==> src/rtl/serial_adder.sv <==
// Bit-serial adder: one full-adder cell plus a carry flip-flop, one bit per clock, LSB first.
//
// Ports:
//   clk    - clock, all state updates on the rising edge
//   rst    - asynchronous active-high reset
//   start  - request, sampled only while ready=1
//   a, b   - operands, captured on the accepting edge
//   cin    - carry-in, captured on the accepting edge
//   ready  - high in idle only
//   busy   - high while bits are being added
//   done   - one-cycle pulse after the last bit
//   sum    - registered result, held until the next accepted start
//   cout   - carry out of the MSB, held with sum
//   ovf    - two's-complement overflow, held with sum
module serial_adder #(
  parameter int unsigned WIDTH = 16
) (
  input  logic             clk,
  input  logic             rst,
  input  logic             start,
  input  logic [WIDTH-1:0] a,
  input  logic [WIDTH-1:0] b,
  input  logic             cin,
  output logic             ready,
  output logic             busy,
  output logic             done,
  output logic [WIDTH-1:0] sum,
  output logic             cout,
  output logic             ovf
);

  localparam int unsigned CntW = (WIDTH > 1) ? $clog2(WIDTH) : 1;

  typedef enum logic [1:0] {StIdle, StRun, StDone} state_e;

  state_e             state_q, state_d;
  logic [WIDTH-1:0]   a_sr_q, a_sr_d;
  logic [WIDTH-1:0]   b_sr_q, b_sr_d;
  // Holds the WIDTH-1 low result bits; the MSB arrives straight from the cell on the last edge.
  logic [WIDTH-2:0]   s_sr_q, s_sr_d;
  logic [WIDTH-1:0]   sum_q, sum_d;
  logic [CntW-1:0]    cnt_q, cnt_d;
  logic               carry_q, carry_d;
  logic               prev_carry_q, prev_carry_d;
  logic               cout_q, cout_d;
  logic               ovf_q, ovf_d;

  // Full-adder cell: l is the sum bit, h the carry out.
  logic fa_a, fa_b, fa_c, fa_l, fa_h;
  assign fa_a = a_sr_q[0];
  assign fa_b = b_sr_q[0];
  assign fa_c = carry_q;
  assign fa_l = fa_a ^ fa_b ^ fa_c;
  assign fa_h = (fa_a & fa_b) | (fa_c & (fa_a ^ fa_b));

  logic [WIDTH-1:0] s_shift;
  logic             last_bit;
  assign s_shift  = {fa_l, s_sr_q};
  assign last_bit = (cnt_q == CntW'(WIDTH - 1));

  always_comb begin
    state_d      = state_q;
    a_sr_d       = a_sr_q;
    b_sr_d       = b_sr_q;
    s_sr_d       = s_sr_q;
    sum_d        = sum_q;
    cnt_d        = cnt_q;
    carry_d      = carry_q;
    prev_carry_d = prev_carry_q;
    cout_d       = cout_q;
    ovf_d        = ovf_q;
    unique case (state_q)
      StIdle: begin
        if (start) begin
          a_sr_d  = a;
          b_sr_d  = b;
          carry_d = cin;
          cnt_d   = '0;
          state_d = StRun;
        end
      end
      StRun: begin
        a_sr_d  = a_sr_q >> 1;
        b_sr_d  = b_sr_q >> 1;
        s_sr_d  = s_shift[WIDTH-1:1];
        carry_d = fa_h;
        cnt_d   = cnt_q + CntW'(1);
        // Carry into the MSB, needed for signed overflow.
        if (cnt_q == CntW'(WIDTH - 2)) begin
          prev_carry_d = fa_h;
        end
        if (last_bit) begin
          cnt_d   = cnt_q;  // no wrap at WIDTH a power of two
          sum_d   = s_shift;
          cout_d  = fa_h;
          ovf_d   = prev_carry_q ^ fa_h;
          state_d = StDone;
        end
      end
      StDone: begin
        state_d = StIdle;
      end
      default: begin
        state_d = StIdle;
      end
    endcase
  end

  always_ff @(posedge clk or posedge rst) begin
    if (rst) begin
      state_q      <= StIdle;
      a_sr_q       <= '0;
      b_sr_q       <= '0;
      s_sr_q       <= '0;
      sum_q        <= '0;
      cnt_q        <= '0;
      carry_q      <= 1'b0;
      prev_carry_q <= 1'b0;
      cout_q       <= 1'b0;
      ovf_q        <= 1'b0;
    end else begin
      state_q      <= state_d;
      a_sr_q       <= a_sr_d;
      b_sr_q       <= b_sr_d;
      s_sr_q       <= s_sr_d;
      sum_q        <= sum_d;
      cnt_q        <= cnt_d;
      carry_q      <= carry_d;
      prev_carry_q <= prev_carry_d;
      cout_q       <= cout_d;
      ovf_q        <= ovf_d;
    end
  end

  assign ready = (state_q == StIdle);
  assign busy  = (state_q == StRun);
  assign done  = (state_q == StDone);
  assign sum   = sum_q;
  assign cout  = cout_q;
  assign ovf   = ovf_q;

endmodule

==> config.mk <==
export PLATFORM = sky130hd
export DESIGN_NAME = serial_adder
export DESIGN_NICKNAME = d
export VERILOG_FILES = /design/src/rtl/serial_adder.sv
export SDC_FILE = /design/constraint.sdc
export NUM_CORES = 1
export LEC_CHECK = 0
export CAP_MARGIN = 25
export CORE_MARGIN = 3
export CORE_UTILIZATION = 50
export DETAILED_ROUTE_END_ITERATION = 16
export GPL_ROUTABILITY_DRIVEN = 0
export PLACE_DENSITY_LB_ADDON = 0.25
export SKIP_LAST_GASP = 1
export SLEW_MARGIN = 20
export SYNTH_ARGS = -nofsm -noshare
export SYNTH_HDL_FRONTEND = slang
export SYNTH_SLANG_ARGS = --single-unit
==> constraint.sdc <==
create_clock -name clk -period 3.75 [get_ports clk]
set_input_delay 0.75 -clock clk [delete_from_list [all_inputs] [get_ports clk]]
set_output_delay 0.75 -clock clk [all_outputs]
set_load 0.02 [all_outputs]
==> results of run 1 <==
-- report_power, final --
part	total (mW)	internal (mW)	switching [mW]
clock network	0.714	0.430	0.284
registers	1.37	1.14	0.224
logic	1.36	0.649	0.712
total	3.44	2.22	1.22
-- cell families after synthesis --
| kind of cell | Yosys count | synth area share, % |
|---|---|---|
| and+or+nand+nor | 90 | 11.9 |
| muxes | 50 | 16.8 |
| adders and majority gates | 3 | 1.44 |
| AOI/OAI and AO/OA | 42 | 7.57 |
| xor gates and xnor gates | 2 | 0.561 |
| DFF | 73 | 58.5 |
| buffers and inverters | 18 | 3.24 |
-- final cells by class --
class	instances	area share, %
timing repair buffer	61	15.3
clock inverter	4	1.85
sequential	73	45.8
tap	75	2.35
inverter	4	0.377
clock buffer	12	4.14
multi-input combinational	187	30.2
-- layout by cell type, fill, tap and decap left out, types with 2 or more instances in the layout --
cell type | Yosys | layout
a21oi_1 | 4 | 4
buf_4 | 2 | 4
bufinv_16 | 0 | 2
clkbuf_8 | 0 | 12
clkdlybuf4s50_1 | 0 | 56
dfrtp_1 | 73 | 73
ha_1 | 2 | 2
inv_1 | 3 | 2
inv_2 | 1 | 2
mux2_2 | 20 | 20
mux2i_1 | 30 | 30
nand2_1 | 77 | 77
nand3_1 | 3 | 3
nor2_1 | 2 | 2
nor2b_1 | 4 | 4
o21ai_0 | 33 | 33
-- synth_stat cells --
library cell  number  area share (%)
buf_6              3             1.1
nor2_4             1            0.36
fa_1               1            0.64
o21bai_2           1            0.36
a221o_1            1            0.32
xnor2_1            1            0.28
nand4_1            1            0.20
nor2_1             2            0.24
nor3b_1            1            0.24
mux2_2            20             7.2
a21oi_1            4            0.64
inv_1              3            0.36
clkbuf_1           6            0.72
nand2b_2           1            0.28
o21ai_0           33             5.3
inv_2              1            0.12
buf_2              3            0.48
a41oi_2            1            0.52
mux2i_1           30             9.6
nand2_1           77             9.3
dfrtp_1           73              58
nor2b_1            4            0.80
o21a_1             1            0.24
ha_1               2            0.80
xor2_1             1            0.28
buf_4              2            0.48
o22ai_1            1            0.20
nand3_1            3            0.48
-- per-layer routing --
metal,share of wire [%],up-vias,wire length [µm]
li1,-,1053,-
met1,47,1001,2680
met2,47,46,2700
met3,4.8,6,272
met4,0.88,0,50
met5,0,-,0
-- critical path, delay by kind of cell (launching register included) --
| kind | cells | cell delay, ns |
|---|---|---|
| AND/OR/NAND/NOR | 1 | 0.21 |
| buffers and inverters | 1 | 0.63 |
| flip-flops | 1 | 0.50 |
-- registers in the layout, indices dropped and copies added (netlist names) --
| signal | flops |
|---|---|
| b_sr_q | 16 |
| cnt_q | 4 |
| state_q | 2 |
| cout | 1 |
| ovf | 1 |
| s_sr_q | 15 |
| prev_carry_q | 1 |
| carry_q | 1 |
| a_sr_q | 16 |
| sum | 16 |
-- path summary, 6_finish.rpt --
kind | from | slack [ns] | endpoint
worst max-delay path | state_q[0] | 1.33 | done
worst min-delay path | a_sr_q[7] | 0.48 | a_sr_q[7]
worst max register to register | state_q[1] | 1.78 | sum[13]
worst min register to register | a_sr_q[7] | 0.48 | a_sr_q[7]
max in group asynchronous | rst | 2.22 | sum[13]
min in group asynchronous | rst | 0.87 | sum[4]
==> run_results.csv, run 1 <==
group,metric,value,unit
global_route,antenna_found_initial,0,
floorplanning,die-area,7230,µm²
timing,slew-limit-headroom,49.7,%
global_route,grt_start_max_net_pins,41,
placed_design,port_buffers,56,
timing,setup_viol,0,
timing,worst_slack,1.33,ns
synth,synth_warnings,0,
job,maxCapViolations,0,
routing,wl_per_cell,13.7,µm
synth,syn_nets,317,
final_layout,fillers,485,
timing,worst_pin_slew,0.754,ns
clock_network,cts_hold_buf,0,
routing,remaining_drc_errors,0,
floorplanning,core-area,5990,µm²
routing,vias,2106,
placed_design,dp_hpwl,3.85,mm
critical_path,cp.arrival,1.67,ns
final_layout,fin_nets,375,
synth,netlist_area,3120,µm²
critical_path,critPathCaptureType,"primary output",
outcome,status,"complete, no violations",
clock_network,clk_pin_slew,0.07,ns
clock_network,numClockSinks,73,
synth,synth_area_per_cell,11.2,µm²
global_route,grt-ovfl-total,0,
final_layout,n_antenna_cell,0,
global_route,grtUsageTotal,17.2,%
floorplanning,rows,28,
clock_network,cts_made_buffers,9,
critical_path,max_stage_delay,0.63,ns
timing,min_period_over_period,64.5,%
timing,rsz0062_at_grt,"no",
routing,vias_per_cell,5.06,
final_layout,drive_gt1_share,13.8,%
global_route,met3_usage,3.59,%
global_route,grt_pass1_vias,2085,
min_path,hp-class,"register to register",
floorplanning,die_w,85.0,µm
timing,hold_viol,0,
timing,slew_violations,0,
critical_path,crit_required,3.00,ns
final_layout,multi_input_area,1200,µm²
floorplanning,initial_core_util,52.1,%
placed_design,place_area,3750,µm²
final_layout,area_growth,27.7,%
power,peakVddDrop,0.000484,V
final_layout,final_area,3990,µm²
global_route,grt_pass1_wl,9.85,mm
critical_path,worstPathMaxFanout,7,
final_layout,stdcell_count,416,
synth,ys_seq_area_share,58.5,%
critical_path,worstSetupStartpointType,"register",
critical_path,path_cells,"nor2b_1 > clkdlybuf4s50_1",
power,power,3.44,mW
timing,max_freq,414,MHz
clock_network,cts-root-buf,"clkbuf_8",
floorplanning,io_pins,57,
clock_network,clock_latency,0.33,ns
routing,ant_nets,0,
synth,ys_ff_latch,73,
global_route,grtUsageMet1,24.9,%
global_route,busiest_layer,"met2",
synth,ys_types,28,
critical_path,crit_path_top_delay_cell,"clkdlybuf4s50_1",
clock_network,cts.htree.levels,3,
floorplanning,die_h,85.0,µm
final_layout,seqCellArea,1830,µm²
clock_network,ctsLongestPathBuffers,2,
placed_design,dp_slack,1.20,ns
min_path,holdPathStages,2,
critical_path,r2r.worst_path.cells,4,
clock_network,cts_tree,"built",
timing,whs,0.482,ns
placed_design,place_inst,400,
critical_path,path_class,"register to primary output",
timing,fin_skew,0.00951,ns
synth,netlist_instances,278,
final_layout,fin_util,66.6,%
routing,first_pass_iters,5,
timing,tns,0,ns
routing,drt_iter0_drc,163,
power,p_per_area,864,nW/µm²
clock_network,cts_repair_resize_count,0,
power,p_leak,1.87,nW
clock_network,cts_setup_buffers,0,
routing,routed_wirelength,5.71,mm
global_route,use_met2,25.6,%
timing,period_needed,2.42,ns
(Power assumes the default switching activity.)
==> run 2: changes to the inputs <==
--- a/config.mk
+++ b/config.mk
@@ -7,7 +7,7 @@
 export LEC_CHECK = 0
 export CAP_MARGIN = 25
 export CORE_MARGIN = 3
-export CORE_UTILIZATION = 50
+export CORE_UTILIZATION = 47
 export DETAILED_ROUTE_END_ITERATION = 16
 export GPL_ROUTABILITY_DRIVEN = 0
 export PLACE_DENSITY_LB_ADDON = 0.25
==> constraint.sdc (replaced) <==
create_clock -name clk -period 2.2 [get_ports clk]
set_input_delay 0.44 -clock clk [delete_from_list [all_inputs] [get_ports clk]]
set_output_delay 0.44 -clock clk [all_outputs]
set_load 0.02 [all_outputs]
==> run 2 against run 1 <==
  * Hold slack got worse by 0.0026 ns
  * Clock skew decreased by 0.0034 ns
  * Utilization decreased by 4.9 points
  * Worst setup slack got worse by 1.2 ns
  * Non-clock buffer count increased by 2
  * Global-route usage decreased by 0.36 points
  * Design area decreased by 1.3%
  * Sequential power increased by 70%
  * Largest cell class unchanged
==> run_results.csv, run 2 (synthesis gave the netlist of run 1 again) <==
group,metric,value,unit
final_layout,n_antenna_cell,0,
final_layout,stdcell_count,417,
placed_design,place_inst,404,
routing,ant_nets,0,
timing,fin_skew,0.00614,ns
timing,min_period_over_period,95.1,%
clock_network,cts_made_buffers,9,
timing,worst_slack,0.108,ns
routing,remaining_drc_errors,0,
floorplanning,die_w,87.5,µm
global_route,grt_start_max_net_pins,74,
floorplanning,initial_core_util,48.9,%
global_route,grt_pass1_vias,2144,
critical_path,worstPathMaxFanout,7,
global_route,grt-ovfl-total,0,
routing,wl_per_cell,13.7,µm
floorplanning,core-area,6390,µm²
floorplanning,rows,29,
power,p_per_area,1420,nW/µm²
timing,slew_violations,0,
final_layout,fin_nets,377,
critical_path,worstSetupStartpointType,"register",
floorplanning,io_pins,57,
critical_path,critPathCaptureType,"primary output",
timing,max_freq,478,MHz
timing,worst_pin_slew,0.568,ns
critical_path,crit_required,1.76,ns
timing,rsz0062_at_grt,"no",
final_layout,final_common_cell,"nand2_1",
critical_path,cp.arrival,1.65,ns
placed_design,port_buffers,56,
timing,slew-limit-headroom,62.1,%
power,power,5.59,mW
power,p_leak,1.84,nW
routing,vias,2101,
clock_network,cts.htree.levels,3,
floorplanning,die-area,7660,µm²
routing,vias_per_cell,5.04,
clock_network,cts-root-buf,"clkbuf_8",
timing,setup_viol,0,
clock_network,cts_tree,"built",
global_route,antenna_found_initial,0,
routing,drt_iter0_drc,77,
job,maxCapViolations,0,
global_route,grtUsageTotal,16.9,%
outcome,status,"complete, no violations",
routing,routed_wirelength,5.70,mm
placed_design,dp_slack,0.320,ns
timing,hold_viol,0,
floorplanning,die_h,87.5,µm
min_path,hp-class,"register to register",
timing,period_needed,2.09,ns
final_layout,drive_gt1_share,13.2,%
clock_network,clk_pin_slew,0.07,ns
global_route,grt_pass1_wl,10.0,mm
clock_network,cts_hold_buf,0,
clock_network,numClockSinks,73,
routing,first_pass_iters,4,
final_layout,final_cell_mix,"nand2_1, dfrtp_1, clkdlybuf4s50_1",
timing,tns,0,ns
clock_network,ctsLongestPathBuffers,2,
timing,whs,0.480,ns
power,peakVddDrop,0.000743,V
final_layout,area_growth,26.1,%
placed_design,dp_hpwl,3.91,mm
clock_network,clock_latency,0.34,ns
critical_path,path_class,"register to primary output",
==> run 2: final timing paths <==
kind,from,to,slack [ns],cells after the start
hold reg to reg,a_sr_q[8],a_sr_q[8],0.48,2
max in group asynchronous,rst,a_sr_q[9],1.34,3
setup / recovery,state_q[0],done,0.11,2
hold / removal,a_sr_q[8],a_sr_q[8],0.48,2
setup reg to reg,state_q[1],prev_carry_q,0.32,5
min in group asynchronous,rst,sum[15],0.55,3
==> run 2: metrics by stage <==
| stage | util [%] | cell area (µm²) |
|---|---|---|
| 4_1_cts | 61.7 | 3940 |
| 3_3_place_gp | 59.0 | 3770 |
| 3_5_place_dp | 59.0 | 3770 |
| 6_report | 61.7 | 3940 |
| 2_1_floorplan | - | 3130 |
| 5_1_grt | 61.7 | 3940 |
==> run 2: what timing repair did <==
item	CTS	global route
resized for setup	1	0
buffers inserted	0	0
setup endpoints to repair	1	0
==> run 2: critical path, stage by stage, from the launching register on <==
cell	delay, ns
dfrtp_1	0.48
nor2b_1	0.20
clkdlybuf4s50_1	0.64
==> run 2: area by class of cell <==
cell class | instances | area, µm²
multi-input combinational | 187 | 1200
timing repair buffer | 63 | 624
sequential | 73 | 1830
inverter | 4 | 18.8
clock buffer | 13 | 169
tap | 77 | 96.3
fill | 531 | 2450
==> run 2: report_power, final <==
group	switching (mW)	leakage (nW)	internal, mW
clock network	0.431	0.0875	0.484
registers	0.380	0.925	1.95
logic	1.22	0.827	1.12
total	2.03	1.84	3.56
==> run 2: routing by layer <==
layer / wire, µm / up-vias / GRT usage (%)
met4: 114 / 0 / 7.95
met1: 2780 / 1001 / 22.9
met3: 287 / 10 / 3.97
li1: - / 1053 / -
met5: 0 / - / 0
met2: 2510 / 37 / 25.7
